$ cat src/rtl/stream_demux_n.sv
// stream_demux_n: registered 1-to-N stream demultiplexer.
// Each output channel owns a one-entry holding register. The target is
// picked from in_sel, or from an internal round-robin pointer when RR_MODE=1.
// A select beyond the last channel is accepted and discarded, which raises
// a one-cycle drop pulse and a sticky err flag.
module stream_demux_n #(
  parameter int WIDTH    = 8,
  parameter int CHANNELS = 4,
  parameter int SEL_W    = 2,
  parameter int RR_MODE  = 0
) (
  input  logic                      clk,
  input  logic                      rst_n,
  input  logic                      en,
  input  logic                      in_valid,
  output logic                      in_ready,
  input  logic [WIDTH-1:0]          in_data,
  input  logic [SEL_W-1:0]          in_sel,
  output logic [CHANNELS-1:0]       out_valid,
  input  logic [CHANNELS-1:0]       out_ready,
  output logic [CHANNELS*WIDTH-1:0] out_data,
  output logic [SEL_W-1:0]          rr_ptr,
  output logic                      drop,
  output logic                      err
);

  logic [CHANNELS-1:0]            valid_q, valid_d;
  logic [CHANNELS-1:0][WIDTH-1:0] data_q, data_d;
  logic [SEL_W-1:0]               rr_q, rr_d;
  logic                           drop_q, drop_d;
  logic                           err_q, err_d;

  logic [SEL_W-1:0]    tgt;
  logic                oor;
  logic                tgt_free;
  logic                accept;
  logic [CHANNELS-1:0] slot_free;
  logic [CHANNELS-1:0] wr;

  // Resolve the target channel and whether it can take a word this cycle.
  always_comb begin
    tgt       = (RR_MODE != 0) ? rr_q : in_sel;
    oor       = (32'(tgt) >= CHANNELS);
    // A slot is free if empty, or if its consumer drains it this cycle.
    slot_free = ~valid_q | out_ready;
    tgt_free  = 1'b0;
    for (int k = 0; k < CHANNELS; k++) begin
      if (32'(tgt) == k) tgt_free = slot_free[k];
    end
  end

  // Out-of-range targets are always accepted so the producer never deadlocks.
  assign in_ready = en & (oor | tgt_free);
  assign accept   = in_valid & in_ready;

  // Next-state: per-channel refill/drain, round-robin advance, drop/err flags.
  always_comb begin
    wr      = '0;
    valid_d = valid_q;
    data_d  = data_q;
    for (int k = 0; k < CHANNELS; k++) begin
      wr[k]      = accept & ~oor & (32'(tgt) == k);
      // Refill wins over drain, so a slot can turn over in a single cycle.
      valid_d[k] = wr[k] | (valid_q[k] & ~out_ready[k]);
      if (wr[k]) data_d[k] = in_data;
    end
    drop_d = accept & oor;
    err_d  = err_q | drop_d;
    rr_d   = rr_q;
    if ((RR_MODE != 0) && accept) begin
      rr_d = (32'(rr_q) >= CHANNELS - 1) ? '0 : rr_q + SEL_W'(1);
    end
  end

  // State registers; reset discards any held words.
  always_ff @(posedge clk or negedge rst_n) begin
    if (!rst_n) begin
      valid_q <= '0;
      data_q  <= '0;
      rr_q    <= '0;
      drop_q  <= 1'b0;
      err_q   <= 1'b0;
    end else begin
      valid_q <= valid_d;
      data_q  <= data_d;
      rr_q    <= rr_d;
      drop_q  <= drop_d;
      err_q   <= err_d;
    end
  end

  assign out_valid = valid_q;
  assign out_data  = data_q;
  assign rr_ptr    = rr_q;
  assign drop      = drop_q;
  assign err       = err_q;

endmodule

$ cat config.mk
export PLATFORM = sky130hd
export DESIGN_NAME = stream_demux_n
export DESIGN_NICKNAME = d
export VERILOG_FILES = /design/src/rtl/stream_demux_n.sv
export SDC_FILE = /design/constraint.sdc
export NUM_CORES = 1
export LEC_CHECK = 0
export ABC_AREA = 0
export CAP_MARGIN = 20
export CORE_ASPECT_RATIO = 1.25
export CORE_UTILIZATION = 25
export DETAILED_ROUTE_END_ITERATION = 12
export HOLD_SLACK_MARGIN = 0.05
export PLACE_DENSITY_LB_ADDON = 0.2
export SLEW_MARGIN = 20
export SYNTH_ARGS = -nofsm -noshare
export SYNTH_HDL_FRONTEND = slang
export SYNTH_SLANG_ARGS = --single-unit
$ cat constraint.sdc
create_clock -name clk -period 2.6 [get_ports clk]
set_input_delay 0.52 -clock clk [delete_from_list [all_inputs] [get_ports clk]]
set_output_delay 0.52 -clock clk [all_outputs]
set_load 0.05 [all_outputs]
==> parameters.txt <==
Parameter                              Value

Outcome
  Status    complete, but fails checks
  Violations in the final reports    design-rule violations

Critical path
  Nature of the critical path startpoint    input pin
  Worst setup path class    input pin to output port
  Slack of the worst reg-to-reg path    1200 ps
  Worst Reg-to-Reg Cells    4
  Worst path buffer plus inverter count    2
  Data required time of the worst path    2080 ps
  Crit-path slowest cell    sky130_fd_sc_hd__clkdlybuf4s50_1
  Biggest cell delay along the critical path    640 ps
  Top delay family on crit path    buffers and inverters
  Data arrival time of the worst path    1880 ps
  Chain of cells forming the critical path    clkdlybuf4s50_1 > nand4bb_1 > o311ai_0 > a21oi_1 > buf_12
  R2R Path End    out_data[13]
  Startpoint of the worst register-to-register path    out_valid[1]
  Critical path capture point type    output port
  Maximum fanout count along the critical path    7

Global routing
  Pin count of the biggest net entering global routing    37
  Number of global-route vias before repair    1046
  Gr usage total    0.113
  Initial antenna violation count    0
  Congestion Overflow GR    0
  Wire length of the first global-routing pass    5150 microns

STA
  Final count of negative-setup-slack endpoints    0
  Final hold violations    0
  Unrepaired setup endpoints after global routing    no
  Worst max-slew margin expressed relative to the limit    0.475
  Part of the cycle the worst path needs    0.922
  Final sum of negative setup slack    0 ps
  Clock skew    3.00 ps
  Final period demand of the worst path    2400 ps
  Hold_ws    323 ps
  Setup slack after layout    202 ps
  Worst Max-Slew Pin Slew    787 ps
  Max-slew violation count    0
  Top achievable clock speed    417 MHz

Route
  DRT iter0 DRCs    27
  DRC errors left    12
  Vias post-DR    970
  Number of vias per cell    4.43
  DR pass1 iterations    8
  Total Wirelength    3290 microns
  ANT nets after route    0
  Wirelength per Cell    15.0 microns

Floorplan
  Horiz. Die Dim    70.5 microns
  Rows    30
  Area of the die    6180 sq um
  Initial Utilization    0.264
  Number of top-level design ports    59
  Core footprint    5560 sq um
  Vertical die dimension    87.6 microns

CTS
  CTS buffer count    5
  Maximum level of the CTS H-tree    2
  TritonCTS clock tree    yes
  Buffer levels on the longest clock path    2
  Clk root buf    sky130_fd_sc_hd__clkbuf_8
  Number of gates resized after CTS    0
  Hold_buf cts    0
  Buffers inserted during post-CTS setup optimization    0
  Insertion delay to the later sink of the worst-skew pair    280 ps
  Clock-pin transition on the worst setup and hold timing paths    70 ps
  Clock Sinks    36

Power and ir drop
  Worst vdd rail ir drop    0.317 mV
  Total power after layout    1.98 mW
  P_leak    0.910 nW
  Cell area power density    916 nW/um^2

Cells and area
  Final net count    172
  Synth-to-layout area growth    47.7%
  Filler cell count in the final layout    532
  Total inserted antenna cells    0
  Fraction of final layout cells with drive strength greater than 1    0.303
  Area of all sequential standard cells    901 sq um
  Combined area of the multi-input logic cells    534 sq um

Synth
  Distinct cell type count after synthesis    21
  Average instance area after synthesis    15.6 sq um
  Area of the mapped netlist    1470 sq um
  FF+latch count, synth    36
  Seq/Total Area, Yosys    0.614
  Yosys warning count    0
  Count of mapped cells out of synthesis    94

Placed design
  Post-detailed-placement half-perimeter wirelength    2410 microns
  Worst setup timing slack at the placement stage    209 ps
  IO Port Bufs    54
  Routability Congestion    0.823

Job
  Max Cap Violations    0

Hold path
  Min-Delay Path Class    input pin to asynchronous set/reset pin
## cells in the mapped netlist
master	number	share of area
sky130_fd_sc_hd__dfrtp_1	36	0.61
sky130_fd_sc_hd__mux2_2	31	0.24
sky130_fd_sc_hd__buf_4	5	0.026
sky130_fd_sc_hd__nand2b_1	3	0.013
sky130_fd_sc_hd__nand2_1	2	0.0051
sky130_fd_sc_hd__nor3b_4	2	0.026
sky130_fd_sc_hd__a21oi_1	1	0.0034
sky130_fd_sc_hd__and3_4	1	0.0077
sky130_fd_sc_hd__buf_2	1	0.0034
sky130_fd_sc_hd__conb_1	1	0.0026
sky130_fd_sc_hd__mux2_1	1	0.0077
sky130_fd_sc_hd__mux2i_1	1	0.0068
sky130_fd_sc_hd__nand3_1	1	0.0034
sky130_fd_sc_hd__nand3_2	1	0.0068
sky130_fd_sc_hd__nand4_2	1	0.0085
sky130_fd_sc_hd__nand4bb_1	1	0.0077
sky130_fd_sc_hd__nor2_1	1	0.0026
sky130_fd_sc_hd__nor2b_1	1	0.0043
sky130_fd_sc_hd__o21ai_0	1	0.0034
sky130_fd_sc_hd__o311ai_0	1	0.0060
sky130_fd_sc_hd__or2_2	1	0.0043
## flip-flops by register name, summed over array words and instances (netlist names)
name and flops:
out_data 32, out_valid 4
## area by class of cell
| cell class | instances | share of cell area |
|---|---|---|
| timing repair buffer | 56 | 0.259 |
| clock buffer | 8 | 0.0416 |
| tap | 64 | 0.0370 |
| sequential | 36 | 0.416 |
| multi-input combinational | 55 | 0.247 |
## worst max path at each step
stage | startpoint | to | depth (start not counted)
floorplan | in_sel[1] | in_ready | 4
global placement | in_sel[1] | in_ready | 5
detailed placement | in_sel[1] | in_ready | 5
CTS | in_sel[1] | in_ready | 5
global route | in_sel[1] | in_ready | 5
finish | in_sel[1] | in_ready | 5
## placed cells by master, fill, tap and decap left out, drive strengths merged
cell,n
clkdlybuf4s50,52
dfrtp,36
mux2,32
clkbuf,8
conb,4
buf,4
nand2b,3
nand2,2
nor3b,2
nand3,2
mux2i,1
nand4bb,1
o311ai,1
a21oi,1
nor2,1
nand4,1
nor2b,1
and3,1
or2,1
o21ai,1
## through the flow
step,instances,utilization,area (sq um)
floorplan,97,-,1480
global placement,211,0.374,2080
finish,219,0.390,2170
detailed placement,211,0.374,2080
CTS,219,0.390,2170
global route,219,0.390,2170
## per-layer routing
| layer | share of wire | up-vias | global-route usage |
|---|---|---|---|
| li1 | - | 447 | - |
| met1 | 0.39 | 478 | 0.122 |
| met2 | 0.52 | 38 | 0.203 |
| met3 | 0.061 | 7 | 0.0253 |
| met4 | 0.023 | 0 | 0.0686 |
| met5 | 0 | - | 0 |
## report_power, final
part	leakage (nW)	total, mW	internal (mW)	switching (mW)
sequential	0.438	0.733	0.676	0.0576
clock	0.0455	0.397	0.216	0.181
combinational	0.426	0.854	0.306	0.548
## logic make-up after synthesis
logic type | share of synthesized area
DFF | 0.614
buffers and inverters | 0.0290
other | 0.00256
muxes | 0.253
and+or+nand+nor | 0.0887
AOI/OAI and AO/OA | 0.0128
No activity file was read; power rests on OpenSTA's default activity.
